$ cat src/rtl/pipe_pkg.sv
// Shared pipeline-stage definitions: occupancy-encoded state and counter width.
package pipe_pkg;

  localparam int unsigned CNT_W = 2;

  // Encodings equal the occupancy so count can be driven straight from state.
  typedef enum logic [1:0] {
    ST_EMPTY = 2'd0,
    ST_BUSY  = 2'd1,
    ST_FULL  = 2'd2
  } state_e;

endpackage

$ cat src/rtl/pipe_skid_reg_if.sv
// Valid/ready stage boundary plus flush and occupancy for the elastic stage register.
interface pipe_skid_reg_if #(
  parameter int unsigned WIDTH = 32
);
  import pipe_pkg::*;

  logic             flush;
  logic             in_valid;
  logic             in_ready;
  logic [WIDTH-1:0] in_data;
  logic             out_valid;
  logic             out_ready;
  logic [WIDTH-1:0] out_data;
  logic [CNT_W-1:0] count;

  modport master (
    output flush, in_valid, in_data, out_ready,
    input  in_ready, out_valid, out_data, count
  );

  modport slave (
    input  flush, in_valid, in_data, out_ready,
    output in_ready, out_valid, out_data, count
  );

endinterface

$ cat src/rtl/en_reg.sv
// Load-enabled register with synchronous reset and synchronous clear.
module en_reg #(
  parameter int unsigned WIDTH = 32
) (
  input  logic             clk,
  input  logic             rst,
  input  logic             clr,
  input  logic             en,
  input  logic [WIDTH-1:0] d,
  output logic [WIDTH-1:0] q
);

  always_ff @(posedge clk) begin
    if (rst || clr) begin
      q <= '0;
    end else if (en) begin
      q <= d;
    end
  end

endmodule

$ cat src/rtl/pipe_skid_reg.sv
// Two-entry elastic stage register (main + skid); in_ready depends on state only.
module pipe_skid_reg
  import pipe_pkg::*;
#(
  parameter int unsigned WIDTH = 32
) (
  input logic            clk,
  input logic            rst,
  pipe_skid_reg_if.slave bus
);

  state_e           state_q, state_d;
  logic [WIDTH-1:0] main_q, skid_q, main_d;
  logic             main_en, skid_en, main_from_skid;
  logic             in_fire, out_fire;

  assign bus.in_ready  = (state_q != ST_FULL);
  assign bus.out_valid = (state_q != ST_EMPTY);
  assign bus.out_data  = main_q;
  assign bus.count     = CNT_W'(state_q);

  assign in_fire  = bus.in_valid & bus.in_ready;
  assign out_fire = bus.out_valid & bus.out_ready;

  always_comb begin
    state_d        = state_q;
    main_en        = 1'b0;
    skid_en        = 1'b0;
    main_from_skid = 1'b0;
    if (bus.flush) begin
      state_d = ST_EMPTY;
    end else begin
      unique case (state_q)
        ST_EMPTY: begin
          if (in_fire) begin
            main_en = 1'b1;
            state_d = ST_BUSY;
          end
        end
        ST_BUSY: begin
          if (in_fire && out_fire) begin
            main_en = 1'b1;
          end else if (in_fire) begin
            skid_en = 1'b1;
            state_d = ST_FULL;
          end else if (out_fire) begin
            state_d = ST_EMPTY;
          end
        end
        ST_FULL: begin
          if (out_fire) begin
            main_en        = 1'b1;
            main_from_skid = 1'b1;
            state_d        = ST_BUSY;
          end
        end
        default: state_d = ST_EMPTY;
      endcase
    end
  end

  assign main_d = main_from_skid ? skid_q : bus.in_data;

  always_ff @(posedge clk) begin
    if (rst) begin
      state_q <= ST_EMPTY;
    end else begin
      state_q <= state_d;
    end
  end

  en_reg #(
    .WIDTH(WIDTH)
  ) u_main (
    .clk(clk),
    .rst(rst),
    .clr(bus.flush),
    .en (main_en),
    .d  (main_d),
    .q  (main_q)
  );

  en_reg #(
    .WIDTH(WIDTH)
  ) u_skid (
    .clk(clk),
    .rst(rst),
    .clr(bus.flush),
    .en (skid_en),
    .d  (bus.in_data),
    .q  (skid_q)
  );

endmodule

$ cat src/flat_wrapper.sv
// flat-port wrapper written by rule: the top's interface ports become plain ports
module pipe_skid_reg_flat import pipe_pkg::*;
#(
  parameter int unsigned WIDTH = 32
)
  (clk, rst, bus_flush, bus_in_valid, bus_in_data, bus_out_ready, bus_in_ready, bus_out_valid, bus_out_data, bus_count);
  pipe_skid_reg_if #(.WIDTH(WIDTH)) bus_i ();
  input logic clk;
  input logic rst;
  input wire logic [$bits(bus_i.flush)-1:0] bus_flush;
  input wire logic [$bits(bus_i.in_valid)-1:0] bus_in_valid;
  input wire logic [$bits(bus_i.in_data)-1:0] bus_in_data;
  input wire logic [$bits(bus_i.out_ready)-1:0] bus_out_ready;
  output wire logic [$bits(bus_i.in_ready)-1:0] bus_in_ready;
  output wire logic [$bits(bus_i.out_valid)-1:0] bus_out_valid;
  output wire logic [$bits(bus_i.out_data)-1:0] bus_out_data;
  output wire logic [$bits(bus_i.count)-1:0] bus_count;
  assign bus_i.flush = bus_flush;
  assign bus_i.in_valid = bus_in_valid;
  assign bus_i.in_data = bus_in_data;
  assign bus_i.out_ready = bus_out_ready;
  assign bus_in_ready = bus_i.in_ready;
  assign bus_out_valid = bus_i.out_valid;
  assign bus_out_data = bus_i.out_data;
  assign bus_count = bus_i.count;
  pipe_skid_reg #(.WIDTH(WIDTH)) u_core (.clk(clk), .rst(rst), .bus(bus_i));
endmodule
$ cat config.mk
export PLATFORM = sky130hd
export DESIGN_NAME = pipe_skid_reg_flat
export DESIGN_NICKNAME = d
export VERILOG_FILES = /design/src/rtl/pipe_pkg.sv /design/src/rtl/pipe_skid_reg_if.sv /design/src/rtl/en_reg.sv /design/src/rtl/pipe_skid_reg.sv /design/src/flat_wrapper.sv
export SDC_FILE = /design/constraint.sdc
export NUM_CORES = 1
export LEC_CHECK = 0
export ABC_AREA = 0
export BUFFER_PORTS_ARGS = -buffer_cell sky130_fd_sc_hd__clkbuf_2
export CAP_MARGIN = 30
export CORE_ASPECT_RATIO = 0.9
export CORE_MARGIN = 8
export CORE_UTILIZATION = 40
export DETAILED_ROUTE_END_ITERATION = 6
export HOLD_SLACK_MARGIN = 0.06
export PLACE_DENSITY = 0.6
export SLEW_MARGIN = 20
export SYNTH_ARGS = -nofsm -noshare
export SYNTH_HDL_FRONTEND = slang
export SYNTH_SLANG_ARGS = --single-unit
$ cat constraint.sdc
create_clock -name clk -period 3 [get_ports clk]
set_clock_uncertainty 0.05 [all_clocks]
set_input_delay 0.3 -clock clk [delete_from_list [all_inputs] [get_ports clk]]
set_output_delay 0.3 -clock clk [all_outputs]
set_load 0.02 [all_outputs]
Yosys cells after proc, flatten, opt, wreduce, memory -nomap -nowiden
Cells that the tools add are included.
{"block": "op_classes", "addsub": 0, "n_mul": 0, "n_div": 0, "n_lt_le_gt_ge": 0, "eq_ne": 7, "shift": 0, "n_mux": 17, "bitwise": 2, "n_reduce_logical": 6}
{"op": "two-way mux 32 bit", "n": 1}
{"op": "two-way mux 2 bit", "n": 5}
{"op": "two-way mux 1 bit", "n": 9}
{"op": "case mux 2 bit (3 select lines)", "n": 1}
{"op": "inequality test 2 x 1 -> 1 bit, second input constant", "n": 2}
{"op": "inequality test 2 bit, second input constant", "n": 2}
{"op": "AND reduction 4 bit", "n": 1}
{"op": "inequality test 3 x 1 -> 1 bit, second input constant", "n": 1}
{"op": "case mux 1 bit (3 select lines)", "n": 1}
{"op": "AND 1 bit", "n": 2}
{"op": "== test 2 x 1 -> 1 bit, second input constant", "n": 1}
{"op": "== test 2 bit, second input constant", "n": 1}
{"op": "logical NOT 2 bit", "n": 1}
{"op": "nonzero test 2 bit", "n": 1}
{"op": "OR reduction 2 bit", "n": 1}
{"op": "logical AND 1 bit", "n": 1}
{"op": "logical OR 1 bit", "n": 1}
{"block": "totals", "ff_bits": 66, "latch_bits": 0, "mem_bits_rw": 0, "rom_bits": 0, "input_bits": 37, "out_inout_bits": 36, "word_cells": 35, "mem_count": 0}

Longest topological paths before layout
{"block": "depth", "depth_word": 6, "mapped_depth": 6, "mapped_depth_nobuf": 3}

Hierarchy
Synthesis repeated with hierarchy kept, for this count alone.
{"block": "unflattened", "hier_cells": 262, "hier_area_um2": 2856.5}
{"mod": "en_reg", "n_inst": 2, "cells_per_inst": 105, "area_per_inst_um2": 1156.1, "seq_area_each_um2": 640.6}
{"mod": "pipe_skid_reg", "n_inst": 1, "cells_per_inst": 52, "area_per_inst_um2": 544.3, "seq_area_each_um2": 40.0}

Worst setup path after synthesis
OpenSTA, ideal clock, no wires.
{"block": "synth_timing", "kind": "register to register", "from": "register u_core.state_q[0], in the netlist u_core.bus.count[0]", "to": "register u_core.u_main.q[24]", "t_arrival_ps": 1424, "required_ps": 2859, "setup_slack_ps": 1435, "stages_incl_launch_ff": 7, "path_buffers": 3, "period_less_slack_ps": 1565, "cell_sequence": "dfxtp_1 -> buf_6 -> and3b_1 -> clkbuf_2 -> a21o_1 -> buf_2 -> a311oi_1"}
{"block": "synth_via", "elab_chain_cells": 6}
{"element": "start, declared", "line_no": "pipe_skid_reg.sv:12", "text": "state_e state_q, state_d;"}
{"element": "start signal, assigned", "line_no": "pipe_skid_reg.sv:68", "text": "state_q <= state_d;"}
{"element": "inequality test 2 bit / nonzero test 2 bit (equally long branches)", "line_no": "pipe_skid_reg.sv:17, pipe_skid_reg.sv:18"}
{"element": "AND 1 bit, on equally long branches", "line_no": "pipe_skid_reg.sv:22, pipe_skid_reg.sv:23"}
{"element": "logical AND 1 bit / two-way mux 1 bit (equally long branches)", "line_no": "pipe_skid_reg.sv:41, pipe_skid_reg.sv:51"}
{"element": "two-way mux 1 bit, on equally long branches", "line_no": "pipe_skid_reg.sv:41, pipe_skid_reg.sv:33"}
{"element": "case mux 1 bit (3 select lines) / two-way mux 1 bit (equally long branches)", "line_no": "pipe_skid_reg.sv:33, pipe_skid_reg.sv:30"}
{"element": "two-way mux 1 bit / two-way mux 32 bit (equally long branches)", "line_no": "pipe_skid_reg.sv:30, pipe_skid_reg.sv:62"}
{"element": "end signal, assigned", "line_no": "en_reg.sv:15", "text": "q <= '0;"}
{"element": "end signal, assigned", "line_no": "en_reg.sv:17", "text": "q <= d;"}
{"element": "end, declared", "line_no": "en_reg.sv:10", "text": "output logic [WIDTH-1:0] q"}
Parallel ways exist; a longest one is shown, timed or not.
A chain may end at the register's enable or synchronous reset.

Worst setup path after layout
{"block": "layout_timing", "from": "register u_core.state_q[0], in the netlist u_core.bus.count[0]", "to": "register u_core.u_skid.q[21]"}
{"block": "layout_via", "elab_chain_cells": 6}
{"element": "inequality test 2 bit / nonzero test 2 bit (equally long branches)", "line_no": "pipe_skid_reg.sv:17, pipe_skid_reg.sv:18"}
{"element": "AND 1 bit, on equally long branches", "line_no": "pipe_skid_reg.sv:22, pipe_skid_reg.sv:23"}
{"element": "two-way mux 1 bit / logical AND 1 bit (equally long branches)", "line_no": "pipe_skid_reg.sv:43, pipe_skid_reg.sv:41"}
{"element": "two-way mux 1 bit", "line_no": "pipe_skid_reg.sv:41", "text": "if (in_fire && out_fire) begin"}
{"element": "two-way mux 1 bit *", "line_no": "pipe_skid_reg.sv:33", "text": "unique case (state_q)"}
{"element": "two-way mux 1 bit *", "line_no": "pipe_skid_reg.sv:30", "text": "if (bus.flush) begin"}
{"element": "end signal, assigned", "line_no": "en_reg.sv:15"}
{"element": "end signal, assigned", "line_no": "en_reg.sv:17"}
{"element": "end, declared", "line_no": "en_reg.sv:10"}
Mark *: on every way between the ends. The rest lies on a longest branch, timed or not.

==> metrics.csv <==
metric,value,unit
dr_wl_met3,702,um
ff_latch_area,0.00132,mm2
hp-class,input port to flip-flop,
min_path_cells,3,
layout-drive-gt1-share,25.6,%
synth_top_area_share,45.1,%
fill_cells,716,
final_cell_mix,"clkbuf_2 (72), nand2_1 (66), dfxtp_1 (66)",
fin_nets,443,
start_util,41.4,%
r2r_cells,4,
num_vias,2874,
critical_path.cell_chain,"nand4bb_1, buf_4, o21ai_0, a21oi_1",
cpLargestDelayFamily,flip-flops,
min_from,bus_in_data[19],
die_w,106,um
min_to,u_core.u_skid.q[19],
cp.depth,4,
cts_hold_buffers,0,
multi_input_area,0.00140,mm2
final_area,0.00350,mm2
cts_buffers,9,
end_kind,flip-flop,
layout_min_cycle_time,1.83,ns
ys_ff_latch,66,
drtPass1Iterations,5,
rows,29,
synth_fp_nets,391,
crit_path_max_fanout,22,
drc,0,
design.core.area,0.00708,mm2
postCtsSetupBuffers,0,
wl,8790,um
crit_required,3.14,ns
cts_tree,yes,
grt_pass1_vias,2831,
synthTopCellsByArea,"dfxtp_1 (45%), a311oi_1 (9.6%), a211oi_1 (8.5%), nand2_1 (8.5%), a21oi_1 (5.6%)",
drv_slew,0,
syn_area,0.00293,mm2
wl_met1,3990,um
status,"finished, final reports clean",
r2r_slack,1.17,ns
max_cap_viol_count,0,
grt_use_total,17.1,%
crit_buf_inv,1,
maxSlewHeadroom,50.6,%
yosysWarnings,0,
layout_commonest_cell,clkbuf_2,
grt-ovfl-total,0,
clk_pin_slew,0.07,ns
grt_max_degree,36,
fmax,548,MHz
syn_to_final_growth,19.3,%
utilization,49.4,%
yosysTopAreaCell,dfxtp_1,
io_pins,73,
io_buffers,72,
critical_path.max_stage_delay,0.54,ns
drt_iter0_markers,153,
gp_congestion,0.733,
crit_type,flip-flop to flip-flop,
chipHeight,97.2,um
layout_worst_path_cycle_share,60.9,%
routed.top_layer,met4,
worst_path_max_delay_cell,dfxtp_1,
antenna_left,0,
n_antenna_cell,0,
cts_htree_levels,3,
root_buffer,clkbuf_8,
final-hold-violation-count,0,
avgViaCountPerCell,5.71,
startpoint_type,flip-flop,
r2r_end,u_core.u_skid.q[21],
synthCells,354,
total_power,1.85,mW
power.static_leakage,1.33,nW
syn_avg_cell_area,8.28,um2
synth.distinct_cells,26,
tns,0,ns
worst_slew_pin_slew,0.741,ns
hpwl,5470,um
clock_latency,0.33,ns
dieArea,0.0103,mm2
setup_violations,0,
antenna_found_initial,0,
wire_per_inst,17.5,um
cts_sinks,66,
vdd_drop_max,0.287,mV
grt_pass1_wl,14600,um
met2_length,4040,um
place_area,0.00331,mm2
rsz0062_at_grt,no,
hold_ws,0.158,ns
post_cts_resized,0,
worstPathArrival,1.97,ns
ys_seq_area_share,45.1,%
powerDensity,527,mW/mm2
r2r_start,u_core.bus.count[0],
cts_buffer_depth,2,
-- report_power, final --
group	internal, mW	total, mW	switching, mW
clock	0.400	0.718	0.318
sequential	0.899	0.913	0.0143
combinational	0.0783	0.214	0.136
total	1.38	1.85	0.468
-- routing by layer --
metal,global-route usage [%],vias to the layer above
met1,22.5,1354
met5,0,-
met2,26.1,102
li1,-,1412
met4,3.46,0
met3,6.03,6
-- per-stage QoR --
stage	std cells	setup WS (ns)
floorplan	354	1.44
global placement	486	1.00
detailed placement	488	1.15
CTS	503	1.19
global route	503	0.963
finish	503	1.17
-- cells in the mapped netlist --
library cell,n
o21ai_0,27
inv_1,1
a21oi_1,33
buf_2,17
and4bb_2,1
nor4bb_1,1
nor2b_1,1
dfxtp_1,66
and3b_1,1
or2_2,2
nand4bb_1,2
clkbuf_1,17
nand2b_1,2
o21bai_1,1
clkbuf_2,1
a211oi_1,33
a21o_1,2
o21ai_1,5
buf_6,4
and2_2,1
a311oi_1,32
buf_4,1
nand2_1,66
or3b_2,1
buf_1,4
nand3_1,32
-- area by class of cell --
class                   instances  share of cell area, %
flip-flops and latches         66                   37.8
well taps                      93                   3.33
repair buffers                 85                   13.4
inverters                       1                  0.107
multi-input cells             243                   40.1
clock inverters                 3                   1.14
clock buffers                  12                   4.15
-- cells by family (layout without fill, tap and decap cells) --
| logic type | Yosys count | in the layout | share of synthesized area, % |
|---|---|---|---|
| AOI/OAI and AO/OA | 133 | 133 | 29.9 |
| buffers and inverters | 45 | 101 | 7.68 |
| DFF | 66 | 66 | 45.1 |
| and+or+nand+nor | 110 | 110 | 17.4 |
-- worst max path at each step --
| stage | start | endpoint | slack, ns |
|---|---|---|---|
| global placement | u_core.bus.count[1] | u_core.u_main.q[9] | 1.00 |
| detailed placement | bus_flush | u_core.u_main.q[17] | 1.15 |
| floorplan | u_core.bus.count[0] | u_core.u_main.q[24] | 1.44 |
| global route | u_core.bus.count[0] | u_core.u_skid.q[31] | 0.96 |
| finish | u_core.bus.count[0] | u_core.u_skid.q[21] | 1.17 |
| CTS | u_core.bus.count[0] | u_core.u_skid.q[23] | 1.19 |
-- state kept, by name, indices dropped and copies added, names as in the netlist --
register          cells
u_core.u_main.q      32
u_core.u_skid.q      32
u_core.bus.count      2
-- worst register-to-register path: cells and delay by family (launching register included) --
family,cells,cell delay (ns)
simple gates,1,0.44
buf+inv,1,0.38
compound gates,2,0.27
flops,1,0.54
(Power assumes the default switching activity.)
